$ cat config.mk
export PLATFORM = sky130hd
export DESIGN_NAME = fractal_sync_rf_port_sched
export DESIGN_NICKNAME = d
export VERILOG_FILES = /design/src/rtl/fractal_sync_rf_port_sched.sv
export SDC_FILE = /design/constraint.sdc
export NUM_CORES = 1
export LEC_CHECK = 0
export BUFFER_PORTS_ARGS = -buffer_cell sky130_fd_sc_hd__clkbuf_2
export CAP_MARGIN = 30
export CORE_ASPECT_RATIO = 1.5
export CORE_MARGIN = 5
export CORE_UTILIZATION = 46
export CTS_CLUSTER_DIAMETER = 100
export DETAILED_ROUTE_END_ITERATION = 16
export HOLD_SLACK_MARGIN = 0.03
export PLACE_DENSITY = 0.77
export SYNTH_ARGS = -nofsm -noshare
export SYNTH_HDL_FRONTEND = slang
export SYNTH_SLANG_ARGS = --single-unit
$ cat constraint.sdc
create_clock -name clk_i -period 3.9 [get_ports clk_i]
set_input_delay 0 -clock clk_i [delete_from_list [all_inputs] [get_ports clk_i]]
set_output_delay 0 -clock clk_i [all_outputs]
set_load 0.01 [all_outputs]
$ cat src/rtl/fractal_sync_rf_port_sched.sv
// Round-robin scheduler sharing N_PORTS check ports of a fractal-sync 1D local RF among N_REQ requesters.
// Each requester gets a one-entry response register that is held until the requester accepts it.
module fractal_sync_rf_port_sched #(
    parameter int ID_WIDTH = 1,
    parameter int SD_WIDTH = 2,
    parameter int N_REQ    = 4,
    parameter int N_PORTS  = 2
) (
    input  logic                               clk_i,
    input  logic                               rst_i,
    input  logic [N_REQ-1:0]                   req_valid_i,
    output logic [N_REQ-1:0]                   req_ready_o,
    input  logic [N_REQ-1:0][ID_WIDTH-1:0]     req_id_i,
    input  logic [N_REQ-1:0][SD_WIDTH-1:0]     req_sd_i,
    output logic [N_REQ-1:0]                   rsp_valid_o,
    input  logic [N_REQ-1:0]                   rsp_ready_i,
    output logic [N_REQ-1:0]                   rsp_present_o,
    output logic [N_REQ-1:0][SD_WIDTH-1:0]     rsp_sd_o,
    output logic [N_REQ-1:0]                   rsp_id_err_o,
    output logic [N_REQ-1:0]                   rsp_bypass_o,
    output logic [N_REQ-1:0]                   rsp_ignore_o,
    output logic [N_PORTS-1:0][ID_WIDTH-1:0]   rf_id_o,
    output logic [N_PORTS-1:0]                 rf_check_o,
    output logic [N_PORTS-1:0][SD_WIDTH-1:0]   rf_sd_o,
    input  logic [N_PORTS-1:0]                 rf_present_i,
    input  logic [N_PORTS-1:0][SD_WIDTH-1:0]   rf_sd_i,
    input  logic [N_PORTS-1:0]                 rf_id_err_i,
    input  logic [N_PORTS-1:0]                 rf_bypass_i,
    input  logic [N_PORTS-1:0]                 rf_ignore_i
);

    localparam int PTR_W  = (N_REQ > 1) ? $clog2(N_REQ) : 1;
    localparam int PORT_W = $clog2(N_PORTS);

    localparam logic [0:0] IDLE = 1'b0;
    localparam logic [0:0] PEND = 1'b1;

    generate
        if (N_PORTS < 2 || N_REQ < N_PORTS) begin : g_param_err
            $error("fractal_sync_rf_port_sched: need N_PORTS >= 2 and N_REQ >= N_PORTS");
        end
    endgenerate

    logic [N_REQ-1:0]                 state_q, state_d;
    logic [PTR_W-1:0]                 ptr_q, ptr_d;
    logic [N_REQ-1:0]                 present_q, present_d;
    logic [N_REQ-1:0][SD_WIDTH-1:0]   sd_q, sd_d;
    logic [N_REQ-1:0]                 id_err_q, id_err_d;
    logic [N_REQ-1:0]                 bypass_q, bypass_d;
    logic [N_REQ-1:0]                 ignore_q, ignore_d;

    logic [N_REQ-1:0]                 gnt;
    logic [N_REQ-1:0][PORT_W-1:0]     gnt_port;
    logic [PTR_W-1:0]                 last_gnt;

    // Scan from the pointer; the k-th eligible requester gets port k so RF priority follows rr order.
    always_comb begin
        int cnt;
        int idx;
        gnt      = '0;
        gnt_port = '0;
        last_gnt = ptr_q;
        cnt      = 0;
        idx      = 0;
        for (int i = 0; i < N_REQ; i++) begin
            idx = int'(ptr_q) + i;
            if (idx >= N_REQ) idx = idx - N_REQ;
            if (!rst_i && req_valid_i[idx] && state_q[idx] == IDLE && cnt < N_PORTS) begin
                gnt[idx]      = 1'b1;
                gnt_port[idx] = PORT_W'(cnt);
                last_gnt      = PTR_W'(idx);
                cnt           = cnt + 1;
            end
        end
    end

    always_comb begin
        rf_check_o = '0;
        rf_id_o    = '0;
        rf_sd_o    = '0;
        for (int r = 0; r < N_REQ; r++) begin
            if (gnt[r]) begin
                rf_check_o[gnt_port[r]] = 1'b1;
                rf_id_o[gnt_port[r]]    = req_id_i[r];
                rf_sd_o[gnt_port[r]]    = req_sd_i[r];
            end
        end
    end

    always_comb begin
        ptr_d = ptr_q;
        if (|gnt) begin
            ptr_d = (last_gnt == PTR_W'(N_REQ - 1)) ? '0 : last_gnt + PTR_W'(1);
        end
    end

    // A requester finishing its response handshake stays PEND this cycle, so it cannot be re-granted until next.
    always_comb begin
        state_d   = state_q;
        present_d = present_q;
        sd_d      = sd_q;
        id_err_d  = id_err_q;
        bypass_d  = bypass_q;
        ignore_d  = ignore_q;
        for (int r = 0; r < N_REQ; r++) begin
            if (gnt[r]) begin
                state_d[r]   = PEND;
                present_d[r] = rf_present_i[gnt_port[r]];
                sd_d[r]      = rf_sd_i[gnt_port[r]];
                id_err_d[r]  = rf_id_err_i[gnt_port[r]];
                bypass_d[r]  = rf_bypass_i[gnt_port[r]];
                ignore_d[r]  = rf_ignore_i[gnt_port[r]];
            end else if (state_q[r] == PEND && rsp_ready_i[r]) begin
                state_d[r]   = IDLE;
                present_d[r] = 1'b0;
                sd_d[r]      = '0;
                id_err_d[r]  = 1'b0;
                bypass_d[r]  = 1'b0;
                ignore_d[r]  = 1'b0;
            end
        end
    end

    always_ff @(posedge clk_i) begin
        if (rst_i) begin
            state_q   <= '0;
            ptr_q     <= '0;
            present_q <= '0;
            sd_q      <= '0;
            id_err_q  <= '0;
            bypass_q  <= '0;
            ignore_q  <= '0;
        end else begin
            state_q   <= state_d;
            ptr_q     <= ptr_d;
            present_q <= present_d;
            sd_q      <= sd_d;
            id_err_q  <= id_err_d;
            bypass_q  <= bypass_d;
            ignore_q  <= ignore_d;
        end
    end

    assign req_ready_o   = gnt;
    assign rsp_valid_o   = state_q;
    assign rsp_present_o = present_q;
    assign rsp_sd_o      = sd_q;
    assign rsp_id_err_o  = id_err_q;
    assign rsp_bypass_o  = bypass_q;
    assign rsp_ignore_o  = ignore_q;

endmodule

==> impl.org <==
** Outcome
- Outcome :: finished, final reports clean

** Timing
- Setup repair after global routing could not meet its margin everywhere.
- The max-slew violation total from the final report is 0.
- At the pin with the least slew margin, the transition time is 540.0 ps.
- Final hold slack :: 28.61 ps
- Dividing the final minimum period by the clock period gives 0.9527.
- FMAX :: around 270 MHz
- Layout Skew :: about 6.6 ps
- Headroom to the max-slew limit came out at 0.6400.
- Min Clock Period, post-route :: 3716 ps
- The hold violation total from the final report came to 0.
- Setup violations remaining at the end of the flow were counted as 0.

** Critical path
- Broken down by cell family, the worst path's largest delay share belongs to simple AND/OR/NAND/NOR gates.
- Along the worst path, the maximum fanout reaches 5.
- STA classifies the critical path endpoint as an output pin.
- Data arrival time of the critical path :: 3720 ps
- The critical path is of the reg2out type.
- Among the stages of the critical path, the cell type that occurs most often is sky130_fd_sc_hd__inv_2.
- Required time at the worst-slack endpoint :: about 4000 ps
- Crit path cell chain :: inv_2 > ha_1 > inv_2 > mux4_2 > nor2_4 > ha_2 > nor2_2 > nand2_2 > inv_2 > fa_2 > nor2_4 > nand2_1 > or3_1 > a21oi_2 > buf_6 > nand3_1 > a31oi_1 > clkbuf_2
- Worst setup SP type :: register
- Maximum single-stage delay on the critical path :: roughly 410 ps
- On the critical path, the stage with the largest delay is an instance of sky130_fd_sc_hd__fa_2.
- Number of buffers and inverters on the critical path :: 5

** Clock network
- Clock-pin transition on the worst setup and hold timing paths :: approximately 70 ps
- Buffers from clock root to sink, at most :: 2
- Clock tree synthesis inserted a total of 5 buffers.
- TritonCTS built the clock tree.
- The later pin in the worst-skew pair is clocked with a latency of 280 ps.
- CTS saw 30 sinks.
- Clock H-tree levels :: 2
- Clock tree root driver cell :: sky130_fd_sc_hd__clkbuf_8

** Synthesis
- Mapped Nets :: 320
- Among all flip-flop cells after synthesis, the most frequent one is sky130_fd_sc_hd__dfxtp_1.
- Proportion of register bits with asynchronous set or reset after synthesis :: 0
- Synthesis-stage register bit count :: 30
- Sequential cell area fraction in the yosys report :: 0.2630
- Post-Syn Area per Cell :: 8.214 µm²
- Number of enable-type register cells in the synthesized netlist :: 0
- Synthesis instantiated between 50 and 60 different standard cells from the library.
- After technology mapping, the gate count stands at about 280.
- Yosys printed 0 warnings.
- The cell area that synthesis handed to floorplanning was around 2300 µm².

** Flow run
- Across the run, the number of max-cap violations was 0.

** Power
- Total power density per cell area :: about 980 nW/µm²
- Portion of total power attributed to sequential cells :: 0.176
- Part of the power in combinational logic :: 0.741
- For this design the static power due to leakage is ~1.4 nW.
- Int Power :: 1.565 mW
- Part of the total power dissipated in the clock network :: 0.083
- Net switching power figure :: 1.520 mW
- Of the total power, the share spent switching nets is 0.4928.
- Total power consumption of the routed design :: roughly 3 mW
- IR analysis of the VDD net gives a maximum drop of 0.5165 mV.

** Floorplanning
- Die height :: just under 100 µm
- For this configuration, the core starts out at a cell density of 0.4748.
- Placeable core region :: 4810 µm²
- Die area :: around 6500 µm²
- The floorplan step set the die width to 67.53 µm.
- The floorplan has 31 rows.
- In this run the count of I/O pins placed on the die edge is 74.

** Placement
- Detailed placer's ending HPWL :: 6335 µm
- The congestion estimate from routability-driven global placement came to 0.9773.
- Port Buffer Count :: 73
- Cell Area, Placed :: 2820 µm²

** Cells and area
- Antenna cell count :: 0
- Syn-to-layout area delta :: 38.52%
- Most common library cell in the layout ignoring fill and taps :: sky130_fd_sc_hd__clkbuf_2
- In the layout the commonest cells are sky130_fd_sc_hd__clkbuf_2 (72), sky130_fd_sc_hd__nand2_1 (28), sky130_fd_sc_hd__dfxtp_1 (28).
- Layout cells sized above 1 :: 0.4000
- Post-route design area :: 3163 µm²
- At the end of the flow, the number of nets in the layout was 421.

** Detailed routing
- Number of vias per cell after detailed routing :: 6.061
- For this block, the via count after detailed routing is 2,703.
- Post-DRT Antenna Nets :: 0
- Before antenna repair, the detailed router went through 4 iterations.
- In the routed design, unresolved DRC markers number 0.
- Total wirelength of the detailed-routed design :: 8210 µm
- In this run, the number of DRC markers left after iteration 0 of detailed routing was 260.
- Dividing the detail-routed wire length by the instance count gives 18.41 µm.

** Global route
- The initial antenna violation count came to 0.
- Entering global routing, the biggest net connects 27 pins.
- The first global-routing pass estimated 12,500 µm of wire.
- GRT Overall Usage :: 0.2554
- Summed over all layers, the global routing overflow is 0.
- The number of global-route vias before repair is 2,639.

** Min path
- Class of the tightest hold or removal check :: in2reg
cell type report:
cell class / instances / area [µm²]
Tap cell: 66 / 82.58
Clock inverter: 1 / 5.005
Multi-Input combinational cell: 222 / 1687
Clock buffer: 7 / 86.33
Inverter: 14 / 55.05
Timing Repair Buffer: 106 / 644.4
Sequential cell: 30 / 603.1
Fill cell: 432 / 1647
registers in the layout, summed over array words and instances, names as in the netlist:
| name | count |
|---|---|
| rsp_present_o | 4 |
| rsp_valid_o | 4 |
| rsp_ignore_o | 4 |
| ptr_q | 2 |
| rsp_sd_o | 8 |
| rsp_bypass_o | 4 |
| rsp_id_err_o | 4 |
power by group through the flow:
stage,Sequential (mW),Clock [mW],Combinational [mW]
2_1_floorplan,0.609,0,1.29
3_3_place_gp,0.540,0,2.07
3_5_place_dp,0.541,0,2.08
4_1_cts,0.537,0.260,2.13
5_1_grt,0.558,0.277,2.46
6_report,0.543,0.257,2.28
path summary, 6_finish.rpt:
kind,end,slack (ps),cells past startpoint,start
worst max-delay path,rf_id_o[0],180,18,ptr_q[0]
worst min-delay path,rsp_valid_o[1],30,3,rsp_ready_i[1]
worst max register to register,rsp_bypass_o[2],220,16,ptr_q[0]
worst min register to register,rsp_bypass_o[3],490,2,rsp_bypass_o[3]
synthesized netlist by cell type (all sizes together), types with 2 or more instances:
cell,n,area (µm²)
o211ai,3,22.52
nand2,30,115.1
and2,4,25.02
nand2b,10,62.56
a21oi,23,133.9
mux2,2,22.52
or3,3,23.77
o31ai,2,15.01
a221oi,16,170.2
a31oi,5,31.28
mux2i,6,60.06
mux4,6,135.1
a211oi,2,15.01
o22ai,3,18.77
o211a,4,40.04
a22oi,12,90.09
clkbuf,7,26.28
nor2b,5,31.28
nand4,3,18.77
o21ai,5,25.02
nand3,6,30.03
ha,7,87.58
a311oi,2,17.52
dfxtp,30,600.6
o2111ai,2,17.52
nand3b,6,45.04
inv,14,52.55
nor3,14,70.07
nor2,25,96.35
and3b,2,17.52
buf,5,25.02
nor3b,4,30.03
cells by family after synthesis:
family          share of synthesized area
simple gates                       0.2630
compound gates                     0.2822
flops                              0.2630
buf+inv                           0.04548
mux                               0.09534
fa+ha+maj                         0.04712
xor+xnor                         0.003836
tightest hold or removal path, delay by kind of cell:
family                 cells  cell delay (ps)
AO/OA/AOI/OAI              1               60
AND/OR/NAND/NOR            1              100
buffers and inverters      1              100
through the flow:
| stage | utilization | worst slack, ps | setup TNS (ps) | cells |
|---|---|---|---|---|
| final | 0.6576 | 184.3 | 0 | 446 |
| after global routing | 0.6576 | -25.68 | -25.68 | 446 |
| after CTS | 0.6293 | 3.769 | 0 | 438 |
| after detailed placement | 0.5864 | 145.3 | 0 | 422 |
| after global placement | 0.5864 | 248.5 | 0 | 422 |
| after floorplan | - | 1.365 | 0 | 278 |
what timing repair did:
action / CTS / global route
endpoints found under the hold margin: 14 / 0
buffers inserted: 0 / 8
hold buffers: 8 / 0
setup endpoints to repair: 8 / 13
pin swaps: 0 / 8
resized for setup: 8 / 24
routing by layer:
metal / track usage / up-vias / routed length [µm]
met3: 0.02804 / 26 / 375
met4: 0.1354 / 0 / 302
met1: 0.2579 / 1299 / 2818
met5: 0 / - / 0
li1: - / 1253 / -
met2: 0.4915 / 125 / 4713
(Power assumes the default switching activity.)
